`config.mk`:
```
export PLATFORM = sky130hd
export DESIGN_NAME = comp_seq
export DESIGN_NICKNAME = d
export VERILOG_FILES = /design/src/rtl/comp_seq.sv
export SDC_FILE = /design/constraint.sdc
export NUM_CORES = 1
export LEC_CHECK = 0
export CORE_MARGIN = 5
export CORE_UTILIZATION = 38
export DETAILED_ROUTE_END_ITERATION = 6
export PLACE_DENSITY = 0.76
export SYNTH_ARGS = -nofsm -noshare
export SYNTH_HDL_FRONTEND = slang
export SYNTH_SLANG_ARGS = --single-unit
```
`constraint.sdc`:
```
create_clock -name clk_i -period 1.5 [get_ports clk_i]
set_input_delay 0.45 -clock clk_i [delete_from_list [all_inputs] [get_ports clk_i]]
set_output_delay 0.45 -clock clk_i [all_outputs]
set_load 0.03 [all_outputs]
```
`src/rtl/comp_seq.sv`:
```
// comp_seq: handshake sequencer feeding the combinational comp equality block.
// Registers an operand pair onto comp's inputs, waits one settle cycle, samples
// the equality result and offers it downstream, while keeping saturating
// counts of comparisons completed and matches found.
module comp_seq #(
   parameter int WIDTH     = 8,
   parameter int CNT_WIDTH = 8
) (
   input  logic                 clk_i,
   input  logic                 rst_i,
   input  logic                 in_valid_i,
   output logic                 in_ready_o,
   input  logic [WIDTH-1:0]     a_i,
   input  logic [WIDTH-1:0]     b_i,
   output logic [WIDTH-1:0]     cmp_a_o,
   output logic [WIDTH-1:0]     cmp_b_o,
   input  logic                 cmp_equal_i,
   output logic                 res_valid_o,
   input  logic                 res_ready_i,
   output logic                 res_equal_o,
   input  logic                 clr_cnt_i,
   output logic [CNT_WIDTH-1:0] total_cnt_o,
   output logic [CNT_WIDTH-1:0] match_cnt_o
);

   localparam logic [1:0] IDLE   = 2'd0;
   localparam logic [1:0] SETTLE = 2'd1;
   localparam logic [1:0] RESP   = 2'd2;

   logic [1:0]           state_q,     state_d;
   logic [WIDTH-1:0]     cmp_a_q,     cmp_a_d;
   logic [WIDTH-1:0]     cmp_b_q,     cmp_b_d;
   logic                 res_valid_q, res_valid_d;
   logic                 res_equal_q, res_equal_d;
   logic [CNT_WIDTH-1:0] total_q,     total_d;
   logic [CNT_WIDTH-1:0] match_q,     match_d;

   // Increment that sticks at all-ones instead of wrapping to zero.
   function automatic logic [CNT_WIDTH-1:0] sat_inc(input logic [CNT_WIDTH-1:0] v);
      logic [CNT_WIDTH-1:0] one;
      one = {{(CNT_WIDTH-1){1'b0}}, 1'b1};
      return (&v) ? v : v + one;
   endfunction

   // Only IDLE accepts a pair; reset masks ready so nothing is taken while held.
   assign in_ready_o  = (state_q == IDLE) && !rst_i;
   assign cmp_a_o     = cmp_a_q;
   assign cmp_b_o     = cmp_b_q;
   assign res_valid_o = res_valid_q;
   assign res_equal_o = res_equal_q;
   assign total_cnt_o = total_q;
   assign match_cnt_o = match_q;

   // Next-state for the FSM, operand registers and result path.
   always_comb begin
      state_d     = state_q;
      cmp_a_d     = cmp_a_q;
      cmp_b_d     = cmp_b_q;
      res_valid_d = res_valid_q;
      res_equal_d = res_equal_q;
      case (state_q)
         IDLE: begin
            if (in_valid_i && in_ready_o) begin
               cmp_a_d = a_i;
               cmp_b_d = b_i;
               state_d = SETTLE;
            end
         end
         SETTLE: begin
            // comp has had a full cycle to settle on the registered operands.
            res_equal_d = cmp_equal_i;
            res_valid_d = 1'b1;
            state_d     = RESP;
         end
         RESP: begin
            if (res_ready_i) begin
               res_valid_d = 1'b0;
               state_d     = IDLE;
            end
         end
         default: begin
            res_valid_d = 1'b0;
            state_d     = IDLE;
         end
      endcase
   end

   // Next-state for the tallies; a clear wins over a coincident SETTLE count.
   always_comb begin
      total_d = total_q;
      match_d = match_q;
      if (clr_cnt_i) begin
         total_d = '0;
         match_d = '0;
      end else if (state_q == SETTLE) begin
         total_d = sat_inc(total_q);
         if (cmp_equal_i) begin
            match_d = sat_inc(match_q);
         end
      end
   end

   // FSM, operand and result registers; reset abandons any transaction.
   always_ff @(posedge clk_i) begin
      if (rst_i) begin
         state_q     <= IDLE;
         cmp_a_q     <= '0;
         cmp_b_q     <= '0;
         res_valid_q <= 1'b0;
         res_equal_q <= 1'b0;
      end else begin
         state_q     <= state_d;
         cmp_a_q     <= cmp_a_d;
         cmp_b_q     <= cmp_b_d;
         res_valid_q <= res_valid_d;
         res_equal_q <= res_equal_d;
      end
   end

   // Counter registers.
   always_ff @(posedge clk_i) begin
      if (rst_i) begin
         total_q <= '0;
         match_q <= '0;
      end else begin
         total_q <= total_d;
         match_q <= match_d;
      end
   end

endmodule

```
Word level (Yosys, flattened, before mapping)
Index checks and enable logic that the tools add are counted.
{"block": "totals", "ff_bits": 36, "out_inout_bits": 35, "elab_cells": 33}
{"block": "op_classes", "bitwise": 3, "n_eq_ne": 4, "n_addsub": 2, "reduce_logical": 12, "muxes": 5}
{"cell": "8-bit by 1-bit adder with 8-bit output (second input constant)", "count": 2}
{"cell": "8-bit AND reduction", "count": 2}
{"cell": "2-bit AND reduction", "count": 4}
{"cell": "2-bit one-hot mux with 3 select lines", "count": 1}
{"cell": "2-bit 2-to-1 mux", "count": 2}
{"cell": "1-bit inverter", "count": 3}
{"cell": "1-bit one-hot mux with 3 select lines", "count": 1}
{"cell": "3-bit AND reduction", "count": 1}
{"cell": "2-bit by 1-bit equality test with 1-bit output (second input constant)", "count": 1}
{"cell": "2-bit equality test (second input constant)", "count": 1}
{"cell": "1-bit logical AND", "count": 2}
{"cell": "2-bit zero test", "count": 1}
{"cell": "2-bit by 1-bit != test with 1-bit output (second input constant)", "count": 1}
{"cell": "2-bit != test (second input constant)", "count": 1}
{"cell": "2-bit OR reduction", "count": 1}
{"cell": "1-bit zero test", "count": 1}
{"cell": "1-bit 2-to-1 mux", "count": 1}

Logic depth before layout (Yosys ltp)
Gate-level depths: netlist of the first run.
{"block": "depth", "depth_word": 5, "depth_mapped": 6, "depth_no_buf": 5}

Worst setup path after synthesis of the first run
OpenSTA, ideal clock, no wires.
{"block": "synth_path", "kind": "input-to-reg", "from": "in rst_i", "to": "reg cmp_a_q[0] (netlist: cmp_a_o[0])", "required_time_ns": 1.430, "stages": 6, "setup_ns": 0.070, "slack_ns": -0.459, "arrival_ns": 1.888, "path_cell_list": "nor3_1 nand2_2 clkinv_1 buf_4 nand2_1 a21oi_1"}
{"block": "synth_between", "elab_chain_len": 4}
{"item": "from (decl)", "line": "10", "source": "input logic rst_i,"}
{"item": "1-bit zero test", "line": "46", "source": "assign in_ready_o = (state_q == IDLE) && !rst_i;"}
{"item": "1-bit logical AND", "line": "46"}
{"item": "1-bit logical AND", "line": "63", "source": "if (in_valid_i && in_ready_o) begin"}
{"item": "2-bit AND reduction (no line)"}
{"item": "to (signal assigned)", "line": "113", "source": "cmp_a_q <= cmp_a_d;"}
{"item": "to (decl)", "line": "31", "source": "logic [WIDTH-1:0] cmp_a_q, cmp_a_d;"}
Several ways; a longest one is shown, not always the timed one.
A chain may end at the register's enable or synchronous reset.

Worst setup path in the final report of the first run
{"block": "layout_path", "from": "reg state_q[1]", "to": "out in_ready_o"}
{"block": "layout_between", "elab_chain_len": 2}
{"item": "from (decl)", "line": "30", "source": "logic [1:0] state_q, state_d;"}
{"item": "from (signal assigned)", "line": "112", "source": "state_q <= state_d;"}
{"item": "2-bit zero test", "line": "46"}
{"item": "1-bit logical AND", "line": "46"}
{"item": "to (decl)", "line": "12", "source": "output logic in_ready_o,"}
No other way between the ends.

==> results of run 1 <==
-- stage by stage --
stage / total power, W / cells / hold slack (ns)
after floorplan: 0.00116 / 172 / 0.551
after global placement: 0.00132 / 291 / 0.441
after detailed placement: 0.00133 / 291 / 0.446
after CTS: 0.00204 / 299 / 0.455
after global routing: 0.00210 / 301 / 0.488
final: 0.00201 / 301 / 0.452
-- final timing paths --
path / start / to
max: state_q[1] / in_ready_o
min: cmp_a_o[6] / cmp_a_o[6]
max reg2reg: total_cnt_o[5] / total_cnt_o[5]
min reg2reg: cmp_a_o[6] / cmp_a_o[6]
-- tightest hold or removal path, stage by stage, from the launching register on --
cell	delay [ns]
dfxtp_1	0.31
nand2_1	0.05
a21oi_1	0.05
-- power groups by stage --
stage               sequential [W]  clock, W  combinational (W)
finish                     0.00100  0.000712           0.000299
global route               0.00100  0.000772           0.000325
CTS                        0.00100  0.000742           0.000297
detailed placement         0.00102         0           0.000304
global placement           0.00102         0           0.000302
floorplan                  0.00107         0          0.0000847
-- cell families after synthesis --
family,count (synthesis)
simple gates,82
compound gates,38
flops,36
buf+inv,8
xor+xnor,5
fa+ha+maj,2
mux,1
-- flip-flops by register name, summed over array words and instances, names as in the netlist --
| signal | cells |
|---|---|
| res_valid_o | 1 |
| cmp_a_o | 8 |
| state_q | 2 |
| match_cnt_o | 8 |
| res_equal_o | 1 |
| cmp_b_o | 8 |
| total_cnt_o | 8 |
-- timing repair --
action	4_1_cts	5_1_grt
pin swaps	1	3
endpoints found under the setup margin	16	18
setup buffers	0	3
gates resized for setup	21	17
-- synthesized netlist by cell type, drive strengths merged --
cell     n
a211oi   2
a21oi   22
a311oi   2
a41oi    1
and2b    1
and3     2
and3b    1
and4     1
and4b    1
buf      1
clkbuf   4
clkinv   1
dfxtp   36
ha       2
inv      2
mux2i    1
nand2   42
nand2b   1
nand3    4
nand3b   1
nand4    5
nor2    13
nor2b    2
nor3     3
nor4b    2
o211ai   2
o21a     1
o21ai    6
o31ai    1
o41ai    1
or2      1
or3      1
or4      1
xnor2    1
xor2     4
-- cell type report --
type | instances | share of cell area
Clock buffer | 6 | 0.0353
Clock inverter | 2 | 0.00428
Inverter | 3 | 0.00481
Multi-Input combinational cell | 128 | 0.314
Sequential cell | 36 | 0.313
Tap cell | 48 | 0.0257
Timing Repair Buffer | 78 | 0.303
-- metal layers --
| layer | global-route usage | vias to the layer above | routed length [um] |
|---|---|---|---|
| met5 | 0 | - | 0 |
| met1 | 0.159 | 648 | 1470 |
| met2 | 0.248 | 49 | 1750 |
| li1 | - | 762 | - |
| met3 | 0.0734 | 7 | 418 |
| met4 | 0.0752 | 0 | 77 |
==> impl_metrics.env, run 1 <==
export IMPL_outcome="finished, violations left"
export IMPL_violations="negative setup slack"
export IMPL_cts_htree_levels=2
export IMPL_synth_nets=196
export IMPL_critPathKind="reg -> out"
export IMPL_detail_route_wirelength_um=3720
export IMPL_portBuffers=56
export IMPL_ant_nets=0
export IMPL_cts_hold_buf=0
export IMPL_post_route_period_util=1.02
export IMPL_yosys_area_top_type="dfxtp_1"
export IMPL_cts_made_buffers=5
export IMPL_crit_arrival_ns=1.08
export IMPL_grtUsageTotal=0.150
export IMPL_rsz0062_at_grt="yes"
export IMPL_slew_headroom=0.787
export IMPL_dp_hpwl_um=2820
export IMPL_p_sw_w=0.000512
export IMPL_crit_chain="buf_6 > nor3_4 > buf_6"
export IMPL_critPathTopFamily="flip-flops"
export IMPL_dpl_instance_area_sq_um=2210
export IMPL_routabilityCongestion=0.823
export IMPL_ff2ff_path_depth=4
export IMPL_seqCellArea_sq_um=732
export IMPL_finalClockSkew_ns=0.00315
export IMPL_drt_iter0_markers=72
export IMPL_fillers=331
export IMPL_nets=276
export IMPL_worstSkewPairLatency_ns=0.29
export IMPL_die_h_um=71.9
export IMPL_avgViaCountPerCell=4.87
export IMPL_p_clk_frac=0.354
export IMPL_crit_top_cell="buf_6"
export IMPL_multi_input_area_sq_um=736
export IMPL_yosys_area_share_adder=0.0172
export IMPL_rows=22
export IMPL_worstMarginPinSlew_ns=0.321
export IMPL_finalSetupViolCount=1
export IMPL_yosysWarnings=0
export IMPL_grt_ovfl_total=0
export IMPL_grt_pass1_vias=1409
export IMPL_cts_clk_slew_worst_paths_ns=0.07
export IMPL_die_w_um=71.9
export IMPL_final_util=0.634
export IMPL_stdcell_area_sq_um=2340
export IMPL_syn_inst=172
export IMPL_vias=1466
export IMPL_period_needed_ns=1.53
export IMPL_grt_pass1_wl_um=6080
export IMPL_syn_area_sq_um=1460
export IMPL_min_path_cells=2
export IMPL_hold_viol_final=0
export IMPL_endpoint_kind="primary output"
export IMPL_ios=57
export IMPL_diodes=0
export IMPL_p_comb_frac=0.149
export IMPL_pre_cts_ws_ns=-0.330
export IMPL_yosys_area_top_type_share=0.494
export IMPL_slowest_stage="dfxtp_2"
export IMPL_drc=0
export IMPL_r2r_setup_slack_ns=0.09
export IMPL_internal_power_w=0.00150
export IMPL_leakagePower_nw=0.960
export IMPL_cts_root_buf="clkbuf_8"
export IMPL_dr_pass1_iters=6
export IMPL_irDropWorstVdd_mv=0.582
export IMPL_critPathBufInv=2
export IMPL_slew_viol_final=0
export IMPL_pwr_share_seq=0.498
export IMPL_muxShareOfSynthArea=0.00687
export IMPL_initial_core_util=0.395
export IMPL_area_delta_synth_final_pct=60.5
export IMPL_synth_seq_area_share=0.494
export IMPL_max_cap_viol_count=0
export IMPL_switching_share=0.255
export IMPL_core_sq_um=3690
export IMPL_fmax_mhz=653
export IMPL_pwr_density_cell_nw_per_um2=860
export IMPL_yosys_top_cells_area="dfxtp_1 (49%), nand2_1 (11%), a21oi_1 (7.6%), nor2_1 (3.3%), xor2_1 (2.4%)"
export IMPL_layout_common_cells="nand2_1 (41), buf_4 (38), dfxtp_1 (29)"
export IMPL_grt_max_degree=14
export IMPL_finalSetupTns_ns=-0.0302
export IMPL_yosys_register_bits=36
export IMPL_final_common_cell="nand2_1"
export IMPL_setup_ws_ns=-0.0302
export IMPL_cts_tree="done"
export IMPL_antenna_found_initial=0
export IMPL_crit_cells=3
export IMPL_drive_above_1_share=0.269
export IMPL_worstPathRequired_ns=1.05
export IMPL_clockBufferDepth=2
export IMPL_avgSynthCellArea_sq_um=8.47
export IMPL_cp_start_kind="register"
export IMPL_synthXorXnorAreaFrac=0.0300
export IMPL_slowest_delay_ns=0.32
export IMPL_hp_class="reg -> reg"
export IMPL_synth_top_family_by_area="simple AND/OR/NAND/NOR gates"
export IMPL_synth_compound_area_share=0.151
export IMPL_wl_per_cell_um=12.4
export IMPL_synth_simple_area_share=0.277
export IMPL_clock_sinks=36
export IMPL_cp_max_fo=6
export IMPL_fp_dieArea_sq_um=5170
export IMPL_synth_cell_types=37
Note: power is estimated with default switching activity, not from simulation.
==> run 2: changes to the inputs <==
--- a/config.mk
+++ b/config.mk
@@ -5,8 +5,10 @@
 export SDC_FILE = /design/constraint.sdc
 export NUM_CORES = 1
 export LEC_CHECK = 0
+export ABC_AREA = 1
+export CAP_MARGIN = 20
 export CORE_MARGIN = 5
-export CORE_UTILIZATION = 38
+export CORE_UTILIZATION = 39
 export DETAILED_ROUTE_END_ITERATION = 6
 export PLACE_DENSITY = 0.76
 export SYNTH_ARGS = -nofsm -noshare
==> impl_metrics.env, run 2 <==
export IMPL_drive_above_1_share=0.196
export IMPL_crit_chain="dlygate4sd2_1 > nor3_4 > buf_6"
export IMPL_cts_hold_buf=0
export IMPL_period_needed_ns=1.47
export IMPL_nets=309
export IMPL_yosys_area_top_type_share=0.462
export IMPL_grtUsageTotal=0.144
export IMPL_ios=57
export IMPL_worstMarginPinSlew_ns=0.312
export IMPL_dr_pass1_iters=4
export IMPL_clockBufferDepth=2
export IMPL_avgSynthCellArea_sq_um=7.20
export IMPL_hp_class="reg -> reg"
export IMPL_grt_pass1_wl_um=5980
export IMPL_cp_max_fo=3
export IMPL_p_sw_w=0.000508
export IMPL_switching_share=0.250
export IMPL_yosys_register_bits=36
export IMPL_synth_cell_types=25
export IMPL_grt_max_degree=20
export IMPL_internal_power_w=0.00153
export IMPL_dp_hpwl_um=2800
export IMPL_vias=1568
export IMPL_finalClockSkew_ns=0.00796
export IMPL_wl_per_cell_um=11.0
export IMPL_post_route_period_util=0.982
export IMPL_synth_seq_area_share=0.462
export IMPL_diodes=0
export IMPL_pwr_density_cell_nw_per_um2=888
export IMPL_fp_dieArea_sq_um=5370
export IMPL_rsz0062_at_grt="yes"
export IMPL_ys_top_cells_by_count="nand2_1 (69), dfxtp_1 (36), a21oi_1 (26)"
export IMPL_final_util=0.581
export IMPL_finalSetupViolCount=0
export IMPL_endpoint_kind="primary output"
export IMPL_yosys_top_cells_area="dfxtp_1 (46%), nand2_1 (17%), a21oi_1 (8.3%), nor2_1 (6.0%), inv_1 (3.8%)"
export IMPL_slew_headroom=0.793
export IMPL_final_common_cell="nand2_1"
export IMPL_avgViaCountPerCell=4.68
export IMPL_hold_viol_final=0
export IMPL_ant_nets=0
export IMPL_leakagePower_nw=0.952
export IMPL_fillers=364
export IMPL_drc=0
export IMPL_cts_made_buffers=5
export IMPL_ff2ff_path_depth=7
export IMPL_critPathKind="in -> out"
export IMPL_syn_area_sq_um=1560
export IMPL_slowest_stage="dlygate4sd2_1"
export IMPL_p_clk_frac=0.364
export IMPL_drt_iter0_markers=60
export IMPL_crit_arrival_ns=1.02
export IMPL_core_sq_um=3940
export IMPL_cts_htree_levels=2
export IMPL_synth_flop_cell="dfxtp_1"
export IMPL_worstSkewPairLatency_ns=0.29
export IMPL_syn_inst=217
export IMPL_clock_sinks=36
export IMPL_dpl_instance_area_sq_um=2200
export IMPL_die_h_um=73.3
export IMPL_routabilityCongestion=0.783
export IMPL_slew_viol_final=0
export IMPL_die_w_um=73.3
export IMPL_outcome="finished clean"
export IMPL_grt_ovfl_total=0
export IMPL_synth_edf_count=0
export IMPL_synth_nets=241
export IMPL_fmax_mhz=679
export IMPL_yosysWarnings=0
export IMPL_max_cap_viol_count=0
export IMPL_layout_common_cells="nand2_1 (69), dfxtp_1 (35), buf_4 (28)"
export IMPL_worstPathRequired_ns=1.05
export IMPL_synth_async_sr_flop_share=0
export IMPL_multi_input_area_sq_um=739
export IMPL_grt_pass1_vias=1448
export IMPL_cts_root_buf="clkbuf_8"
export IMPL_seqCellArea_sq_um=722
export IMPL_cp_start_kind="input pin"
export IMPL_antenna_found_initial=0
export IMPL_pwr_share_seq=0.494
export IMPL_cts_tree="done"
export IMPL_yosys_area_top_type="dfxtp_1"
export IMPL_rows=23
export IMPL_p_comb_frac=0.142
export IMPL_irDropWorstVdd_mv=0.627
export IMPL_min_path_cells=2
export IMPL_area_delta_synth_final_pct=46.8
export IMPL_initial_core_util=0.396
export IMPL_cts_clk_slew_worst_paths_ns=0.06
export IMPL_stdcell_area_sq_um=2290
export IMPL_portBuffers=56
export IMPL_synth_most_common_cell="nand2_1"
export IMPL_slowest_delay_ns=0.27
export IMPL_detail_route_wirelength_um=3690
-- run 2: changes by cell type after synthesis, moves of 3 or more --
cell,before,now
a21oi_1,22,26
buf_2,0,3
clkbuf_1,4,0
inv_1,2,16
nand2_1,41,69
nand2_2,1,5
nand3_1,4,11
nand4_1,4,1
nor2_1,13,25
o21ai_0,6,3
xor2_1,4,1
-- run 2: stage by stage --
step                setup slack (ns)  cells  TNS [ns]  total power, W  hold slack (ns)
detailed placement            -0.201    328     -4.46         0.00133            0.455
finish                        0.0264    335         0         0.00204            0.461
CTS                          0.00347    335         0         0.00205            0.462
global placement              -0.194    328     -3.84         0.00133            0.450
global route                 -0.0161    335   -0.0346         0.00212            0.490
floorplan                     0.0348    217         0         0.00117            0.577
-- run 2: metal layers --
metal / up-vias / GRT usage / share of wire
met5: - / 0 / 0
met3: 7 / 0.0739 / 0.10
met1: 691 / 0.143 / 0.40
li1: 827 / - / -
met2: 43 / 0.250 / 0.48
met4: 0 / 0.0635 / 0.016
-- run 2: worst max-delay path, delay by kind of cell --
| family | cells | cell delay (ns) |
|---|---|---|
| and+or+nand+nor | 1 | 0.14 |
| buffers and inverters | 2 | 0.42 |
-- run 2: power by group through the flow --
stage,Combinational [W],Clock [W],Sequential [W]
finish,0.000289,0.000741,0.00101
global route,0.000312,0.000798,0.00101
CTS,0.000290,0.000758,0.00101
detailed placement,0.000301,0,0.00103
global placement,0.000300,0,0.00103
floorplan,0.0000995,0,0.00108
-- run 2: final timing paths --
path                                startpoint        endpoint  slack (ns)
worst max-delay path                     rst_i      in_ready_o        0.03
worst min-delay path                cmp_b_o[2]      cmp_b_o[2]        0.46
worst max register to register  match_cnt_o[0]  match_cnt_o[1]        0.11
worst min register to register      cmp_b_o[2]      cmp_b_o[2]        0.46
-- run 2: final cells by class --
type | instances | area share
Inverter | 19 | 0.0322
Tap cell | 50 | 0.0273
Timing Repair Buffer | 66 | 0.261
Sequential cell | 36 | 0.315
Clock buffer | 7 | 0.0420
Multi-Input combinational cell | 157 | 0.323
-- run 2: cells by family (layout without fill, tap and decap cells) --
kind of cell,count (synthesis),in the layout,synth area share
flip-flops,36,36,0.462
AO/OA/AOI/OAI,32,32,0.107
buffers and inverters,24,92,0.0665
adder cells (fa/ha/maj),2,2,0.0160
AND/OR/NAND/NOR,121,121,0.337
XOR/XNOR,2,2,0.0112
-- run 2: timing repair --
| action | CTS | global route |
|---|---|---|
| setup buffers | 0 | 0 |
| gates cloned | 0 | 0 |
| resized for setup | 16 | 16 |
| endpoints found under the setup margin | 15 | 17 |
